[config.mk]
export PLATFORM = sky130hd
export DESIGN_NAME = instr_loader_flat
export DESIGN_NICKNAME = d
export VERILOG_FILES = /design/src/rtl/instr_loader_if.sv /design/src/rtl/instr_loader.sv /design/src/flat_wrapper.sv
export SDC_FILE = /design/constraint.sdc
export NUM_CORES = 1
export LEC_CHECK = 0
export BUFFER_PORTS_ARGS = -buffer_cell sky130_fd_sc_hd__buf_2
export CAP_MARGIN = 20
export CELL_PAD_IN_SITES_DETAIL_PLACEMENT = 0
export CELL_PAD_IN_SITES_GLOBAL_PLACEMENT = 2
export CORE_ASPECT_RATIO = 0.5
export CORE_MARGIN = 2
export CORE_UTILIZATION = 25
export CTS_BUF_LIST = sky130_fd_sc_hd__clkbuf_2 sky130_fd_sc_hd__clkbuf_4 sky130_fd_sc_hd__clkbuf_8
export DETAILED_ROUTE_END_ITERATION = 16
export PLACE_DENSITY = 0.53
export SYNTH_ARGS = -nofsm -noshare
export SYNTH_HDL_FRONTEND = slang
export SYNTH_SLANG_ARGS = --single-unit
[constraint.sdc]
create_clock -name clk -period 4.35 [get_ports clk]
set_input_delay 0.87 -clock clk [delete_from_list [all_inputs] [get_ports clk]]
set_output_delay 0.87 -clock clk [all_outputs]
set_load 0.02 [all_outputs]
[src/rtl/instr_loader_if.sv]
// Instruction-memory write channel between loader and memory.
// master: wr_valid/wr_addr/wr_data out, wr_ready in; slave: mirror.
interface instr_loader_if #(
  parameter int AW     = 6,
  parameter int WORD_W = 32
);
  logic              wr_valid;
  logic              wr_ready;
  logic [AW-1:0]     wr_addr;
  logic [WORD_W-1:0] wr_data;

  modport master (
    output wr_valid, wr_addr, wr_data,
    input  wr_ready
  );

  modport slave (
    input  wr_valid, wr_addr, wr_data,
    output wr_ready
  );
endinterface

[src/rtl/instr_loader.sv]
// Switch/button instruction loader: debounced buttons assemble a word
// from SW_W-bit chunks and write it to memory over the wr interface.
// Ports: clk, reset_n, sw, btn_sel/latch/commit/clear, wr (master),
// chunk_sel, latch_pulse, full, word_count.
module instr_loader #(
  parameter int SW_W       = 16,
  parameter int WORD_W     = 32,
  parameter int DEPTH      = 64,
  parameter int DEB_CYCLES = 16,
  parameter int WRAP       = 0,
  localparam int NCHUNK = WORD_W / SW_W,
  localparam int AW     = $clog2(DEPTH),
  localparam int CW     = (NCHUNK > 1) ? $clog2(NCHUNK) : 1
) (
  input  logic                clk,
  input  logic                reset_n,
  input  logic [SW_W-1:0]     sw,
  input  logic                btn_sel,
  input  logic                btn_latch,
  input  logic                btn_commit,
  input  logic                btn_clear,
  instr_loader_if.master      wr,
  output logic [CW-1:0]       chunk_sel,
  output logic                latch_pulse,
  output logic                full,
  output logic [AW:0]         word_count
);

  localparam int BW = $clog2(DEB_CYCLES);

  typedef enum logic [1:0] {
    EDIT  = 2'd0,
    WRITE = 2'd1,
    FULL  = 2'd2
  } state_t;

  state_t state, nxt;

  // bit order: 0 sel, 1 latch, 2 commit, 3 clear
  logic [3:0]      raw, s1, s2, deb, press;
  logic [BW-1:0]   cnt [4];
  logic [SW_W-1:0] sw1, sw2;

  logic [AW-1:0]     addr;
  logic [WORD_W-1:0] asm_q;

  logic clr, commit_go, latch_go, sel_go, done, last;

  assign raw = {btn_clear, btn_commit, btn_latch, btn_sel};

  // level flips only after DEB_CYCLES cycles of a stable new value;
  // press pulses on the same edge the level rises
  always_ff @(posedge clk or negedge reset_n) begin
    if (!reset_n) begin
      s1    <= '0;
      s2    <= '0;
      deb   <= '0;
      press <= '0;
      sw1   <= '0;
      sw2   <= '0;
      for (int i = 0; i < 4; i++) cnt[i] <= '0;
    end else begin
      s1  <= raw;
      s2  <= s1;
      sw1 <= sw;
      sw2 <= sw1;
      for (int i = 0; i < 4; i++) begin
        press[i] <= 1'b0;
        if (s2[i] == deb[i]) begin
          cnt[i] <= '0;
        end else if (cnt[i] == BW'(DEB_CYCLES - 1)) begin
          cnt[i]   <= '0;
          deb[i]   <= s2[i];
          press[i] <= s2[i];
        end else begin
          cnt[i] <= cnt[i] + 1'b1;
        end
      end
    end
  end

  assign clr       = press[3];
  assign commit_go = press[2] && !clr && (state == EDIT);
  assign latch_go  = press[1] && !press[2] && !clr
                     && (state != WRITE);
  assign sel_go    = press[0] && !press[1] && !press[2] && !clr
                     && (state != WRITE);
  assign done      = (state == WRITE) && wr.wr_ready && !clr;
  assign last      = (WRAP == 0)
                     && (word_count == (AW+1)'(DEPTH - 1));

  always_ff @(posedge clk or negedge reset_n) begin
    if (!reset_n) state <= EDIT;
    else          state <= nxt;
  end

  always_comb begin
    nxt = state;
    unique case (state)
      EDIT:    if (commit_go) nxt = WRITE;
      WRITE:   if (done) nxt = last ? FULL : EDIT;
      FULL:    nxt = FULL;
      default: nxt = EDIT;
    endcase
    if (clr) nxt = EDIT;
  end

  always_comb begin
    wr.wr_valid = (state == WRITE);
    full        = (state == FULL);
    wr.wr_addr  = addr;
    wr.wr_data  = asm_q;
  end

  always_ff @(posedge clk or negedge reset_n) begin
    if (!reset_n) begin
      addr        <= '0;
      word_count  <= '0;
      asm_q       <= '0;
      chunk_sel   <= '0;
      latch_pulse <= 1'b0;
    end else if (clr) begin
      addr        <= '0;
      word_count  <= '0;
      asm_q       <= '0;
      chunk_sel   <= '0;
      latch_pulse <= 1'b0;
    end else begin
      latch_pulse <= latch_go;
      if (done) begin
        if (word_count != (AW+1)'(DEPTH))
          word_count <= word_count + 1'b1;
        // without wrap the address parks on the last word
        if (!last) addr <= addr + 1'b1;
      end
      unique case (1'b1)
        latch_go: asm_q[chunk_sel*SW_W +: SW_W] <= sw2;
        sel_go:   chunk_sel <= (chunk_sel == CW'(NCHUNK - 1))
                               ? '0 : chunk_sel + 1'b1;
        default: ;
      endcase
    end
  end

endmodule

[src/flat_wrapper.sv]
// flat-port wrapper written by rule: the top's interface ports become plain ports
module instr_loader_flat 
#(
  parameter int SW_W       = 16,
  parameter int WORD_W     = 32,
  parameter int DEPTH      = 64,
  parameter int DEB_CYCLES = 16,
  parameter int WRAP       = 0,
  localparam int NCHUNK = WORD_W / SW_W,
  localparam int AW     = $clog2(DEPTH),
  localparam int CW     = (NCHUNK > 1) ? $clog2(NCHUNK) : 1
)
  (clk, reset_n, sw, btn_sel, btn_latch, btn_commit, btn_clear, chunk_sel, latch_pulse, full, word_count, wr_wr_valid, wr_wr_addr, wr_wr_data, wr_wr_ready);
  instr_loader_if #(.WORD_W(WORD_W)) wr_i ();
  input  logic clk;
  input  logic reset_n;
  input  logic [SW_W-1:0] sw;
  input  logic btn_sel;
  input  logic btn_latch;
  input  logic btn_commit;
  input  logic btn_clear;
  output logic [CW-1:0] chunk_sel;
  output logic latch_pulse;
  output logic full;
  output logic [AW:0] word_count;
  output wire logic [$bits(wr_i.wr_valid)-1:0] wr_wr_valid;
  output wire logic [$bits(wr_i.wr_addr)-1:0] wr_wr_addr;
  output wire logic [$bits(wr_i.wr_data)-1:0] wr_wr_data;
  input wire logic [$bits(wr_i.wr_ready)-1:0] wr_wr_ready;
  assign wr_wr_valid = wr_i.wr_valid;
  assign wr_wr_addr = wr_i.wr_addr;
  assign wr_wr_data = wr_i.wr_data;
  assign wr_i.wr_ready = wr_wr_ready;
  instr_loader #(.SW_W(SW_W), .WORD_W(WORD_W), .DEPTH(DEPTH), .DEB_CYCLES(DEB_CYCLES), .WRAP(WRAP)) u_core (.clk(clk), .reset_n(reset_n), .sw(sw), .btn_sel(btn_sel), .btn_latch(btn_latch), .btn_commit(btn_commit), .btn_clear(btn_clear), .wr(wr_i), .chunk_sel(chunk_sel), .latch_pulse(latch_pulse), .full(full), .word_count(word_count));
endmodule
; ---- Yosys cells after proc, flatten, opt, wreduce, memory -nomap -nowiden
; Index checks and enable logic that the tools add are counted.
[totals]
ff_bits = 113
inputBits = 23
out_inout_bits = 49
word_cells = 109
[op_classes]
add_sub_neg = 8
eq_ne = 16
shifts = 2
muxes = 34
bitwise = 4
reduce_logical = 26
[op_table]
columns = op, count
row1 = two-way mux 32 bit, 2
row2 = negator 5 -> 34 bit, 1
row3 = "variable shift 16 x 34 -> 32 bit, first input constant", 1
row4 = indexed part select 16 x 34 -> 32 bit, 1
row5 = bitwise mux 32 bit, 1
row6 = two-way mux 4 bit, 8
row7 = two-way mux 7 bit, 3
row8 = two-way mux 6 bit, 3
row9 = "adder 4 x 1 -> 4 bit, second input constant", 4
row10 = "equality test 4 bit, second input constant", 4
row11 = AND reduction 2 bit, 7
row12 = two-way mux 1 bit, 12
row13 = logical AND 1 bit, 11
row14 = two-way mux 2 bit, 4
row15 = nonzero test 2 bit, 4
row16 = "adder 7 x 1 -> 7 bit, second input constant", 1
row17 = "equality test 7 x 6 -> 1 bit, second input constant", 1
row18 = "inequality test 7 bit, second input constant", 1
row19 = "adder 6 x 1 -> 6 bit, second input constant", 1
row20 = "inequality test 3 x 1 -> 1 bit, second input constant", 2
row21 = one-hot mux 2 bit (3 select lines), 1
row22 = equality test 1 bit, 4
row23 = "inequality test 2 x 1 -> 1 bit, second input constant", 2
row24 = NOT 1 bit, 4
row25 = other kinds (5), 7

; ---- Logic depth before layout (Yosys ltp)
[logic_depth]
depth_word = 7
ltp_mapped = 6
mapped_depth_nobuf = 6

; ---- Worst setup path before layout
; Ideal clock, no wire load.
[synth_timing]
kind = input-to-reg
start = in wr_wr_ready
end = reg u_core.addr[5], in the netlist u_core.wr.wr_addr[5]
setup_time_ns = 0.077
t_arrival_ns = 1.659
required_ns = 4.273
slack_ns = 2.614
path_stages = 5
path_buffers = 1
path_cell_list = and3b_1 > buf_6 > o211ai_4 > or3_1 > a21oi_1
[synth_between]
elab_chain_cells = 4
[synth_lines]
columns = item, line_no
row1 = from (decl), flat_wrapper.sv:29  ; input wire logic [$bits(wr_i.wr_ready)-1:0] wr_wr_ready;
row2 = logical AND 1 bit (2 in series), instr_loader.sv:88  ; assign done = (state == WRITE) && wr.wr_ready && !clr;
row3 = nonzero test 2 bit (no line), -
row4 = AND reduction 2 bit (no line), -
row5 = to (signal assigned), instr_loader.sv:134  ; if (!last) addr <= addr + 1'b1;
row6 = to (decl), instr_loader.sv:44  ; logic [AW-1:0] addr;
; Every way passes these cells.
; A chain may end at the register's enable or synchronous reset.

; ---- Worst setup path after layout
[layout_timing]
start = reg u_core.state[0]
end = out full
[layout_between]
elab_chain_cells = 1
[layout_lines]
columns = item, line_no
row1 = from (decl), instr_loader.sv:37  ; state_t state, nxt;
row2 = from (signal assigned), instr_loader.sv:94  ; else state <= nxt;
row3 = equality test 2 bit, instr_loader.sv:110  ; full = (state == FULL);
row4 = to (decl), flat_wrapper.sv:24  ; output logic full;
; Every way passes these cells.

==> metrics.txt <==
status=complete, no violations; initial detailed-routing violation count=102; initial antenna violation count=0; Overflow after GRT=0; sequential share of the synthesized area=0.685; final hold violation count=0; vias=2,564; min Tclk post-route=between 2 and 2.5 ns; number of synthesis warnings=0; Die X=186 µm; share of layout cells above drive strength 1=0.310; top cells by count, synth=113 x dfrtp_1, 32 x a22o_1, 18 x nor2_1; MaxCap Viol Count=0; fin crit share=0.492; area fraction in compound gates after synthesis=0.119; Core Box Area=roughly 16,000 µm²; 1st-pass router iterations=4; Avg WL per Cell=14.2 µm; ranking of synthesized cells by area=dfrtp_1 68%, a22o_1 6.8%, xnor2_1 2.3%; HP Class=reg -> reg; Max Freq=between 0.4 and 0.5 GHz; GRT Overall Usage=0.106; gpl congestion=0.698; Setup Buffers After CTS=0; DRC=0; RSZ-0062 raised after global routing=false; Fin Hold WS=approximately 0.35 ns; Avg Inst Size Synth=about 14 µm²; CTS tree=yes; final setup vio count=0; Arrival @ worst endpoint=between 1 and 1.5 ns; vias in the first global route=between 2k and 3k; Multi-input gate area=1200 µm²; Area Growth Syn to Fin=24.3%; Register Area=2830 µm²; total die area=17,600 µm²; Slew headroom=0.341; hold buffer count at CTS=0; final wirelength=around 8.7 mm; skew final=roughly 0.012 ns; Slew @ Worst Pin=0.988 ns; Pwr Density=478 nW/µm²; largest area contributor in the netlist=dfrtp_1; # rows=33; startpoint types=register; Clock transition at path regs=about 0.070 ns; Antenna Cells=0; worst-path fanout max=6; number of flops mapped to enable cells by yosys=0; P_leak=around 2.4 nW; Sum Neg Setup Slack=0 ns; Synth cell types=45; post-DP HPWL=between 6 and 7 mm; Root Driver=clkbuf_8; largest net degree at the start of global routing=70; ANT nets after route=0; port bufs=71; top-count cell post-synth=dfrtp_1; max-slew violations=0; fraction of the mapped netlist area in simple logic gates=0.102; H-tree depth=4; Total Nets Final=about 400; fillers=between 1.5k and 2k; post-synthesis xor/xnor area fraction=0.0339; mux share of post-synthesis cell area=0.0133; top cell type's share of synthesized area=0.685; critical path class=reg -> out; clk_lat worst skew=approximately 0.41 ns; Initial Util=0.254; Synth Flop Type=dfrtp_1; CTS Buf Count=17; CTS Sinks=113; first-pass GRT wire length=roughly 14 mm; synthesized area=between 4000 and 5000 µm²; Worst setup EP type=output port; Ports=about 70; synthesized instance count=approximately 290; Syn Nets=around 320; Die H=around 95 µm; WP data required=roughly 3.5 ns; Async S/R FF share, synth=1.00; largest family of logic cells by synthesized area=compound AO/OA/AOI/OAI gates; Resized cells post-CTS=0; Max clock buf depth=2; adder-cell share of the synthesized area=0.0212; register bit total from synthesis=around 110; VDD IR max=0.000152 V; PnR Total Power=0.00245 W; via/cell ratio=about 4.2
-- per-stage QoR --
step | setup slack (ns) | util | std cells | instance area (µm²)
2_1_floorplan | 2.61 | - | 287 | 4130
6_report | 2.21 | 0.315 | 611 | 5130
3_3_place_gp | 2.29 | 0.290 | 579 | 4720
3_5_place_dp | 2.26 | 0.290 | 579 | 4720
4_1_cts | 2.18 | 0.315 | 611 | 5130
5_1_grt | 2.12 | 0.315 | 611 | 5130
-- flip-flops by register name (all words and copies together), names as in the netlist --
register	cells
u_core.deb	4
u_core.chunk_sel	1
u_core.press	4
u_core.latch_pulse	1
u_core.s1	4
u_core.word_count	7
u_core.wr.wr_addr	6
u_core.state	2
u_core.cnt	16
u_core.sw1	16
u_core.s2	4
u_core.wr.wr_data	32
u_core.sw2	16
-- path summary, 6_finish.rpt --
| path | startpoint | to | slack, ns | depth (start not counted) |
|---|---|---|---|---|
| min | u_core.sw1[6] | u_core.sw2[6] | 0.35 | 0 |
| max | u_core.state[0] | full | 2.21 | 2 |
| min in group asynchronous | reset_n | u_core.wr.wr_data[7] | 0.55 | 1 |
| min reg2reg | u_core.sw1[6] | u_core.sw2[6] | 0.35 | 0 |
| max in group asynchronous | reset_n | u_core.sw1[2] | 2.91 | 2 |
| max reg2reg | u_core.press[3] | u_core.wr.wr_data[26] | 2.37 | 2 |
-- cells by family after synthesis --
group / Yosys count
DFF: 113
and+or+nand+nor: 65
AOI/OAI and AO/OA: 63
buffers and inverters: 18
adders and majority gates: 7
xor gates and xnor gates: 16
muxes: 5
-- power breakdown --
part	leakage (nW)	internal, W	switching, W
registers	1.46	0.00112	0.0000824
logic	0.786	0.0000942	0.000155
clock network	0.194	0.000564	0.000437
-- cell usage in the layout (no fill, tap or decap), types with 2 or more instances in the layout --
cell type | netlist | layout
buf_4 | 1 | 3
o21ai_1 | 2 | 2
o21ai_0 | 7 | 7
or3_1 | 3 | 3
ha_1 | 7 | 7
and3_1 | 3 | 3
dfrtp_1 | 113 | 113
a21oi_1 | 13 | 13
xor2_1 | 5 | 5
nand2_1 | 4 | 4
nand3b_1 | 2 | 2
nor2b_1 | 4 | 4
a22o_1 | 32 | 32
nand4_1 | 2 | 2
o211ai_1 | 2 | 2
nor2_1 | 18 | 18
clkbuf_8 | 0 | 20
bufinv_16 | 0 | 2
xnor2_1 | 11 | 11
clkinvlp_4 | 0 | 5
buf_2 | 2 | 70
mux2_2 | 4 | 4
inv_6 | 0 | 2
nand3_1 | 4 | 4
nand4b_1 | 4 | 4
nor3b_1 | 8 | 8
inv_1 | 9 | 9
nor3_1 | 3 | 3
-- cell type report --
class	instances	area share
Clock buffer	21	0.0551
Clock inverter	11	0.0251
Inverter	10	0.00732
Multi-Input combinational cell	156	0.233
Sequential cell	113	0.551
Tap cell	227	0.0554
Timing Repair Buffer	73	0.0727
-- routing by layer --
metal,global-route usage,up-vias,share of wire
met2,0.169,37,0.49
li1,-,1190,-
met4,0.0394,0,0.011
met5,0,-,0
met1,0.136,1330,0.46
met3,0.0328,7,0.036
-- worst max-delay path: stages, from the launching register on --
cell     delay, ns
dfrtp_1       0.46
and2b_2       0.25
buf_2         0.15
Note: power is estimated with default switching activity, not from simulation.
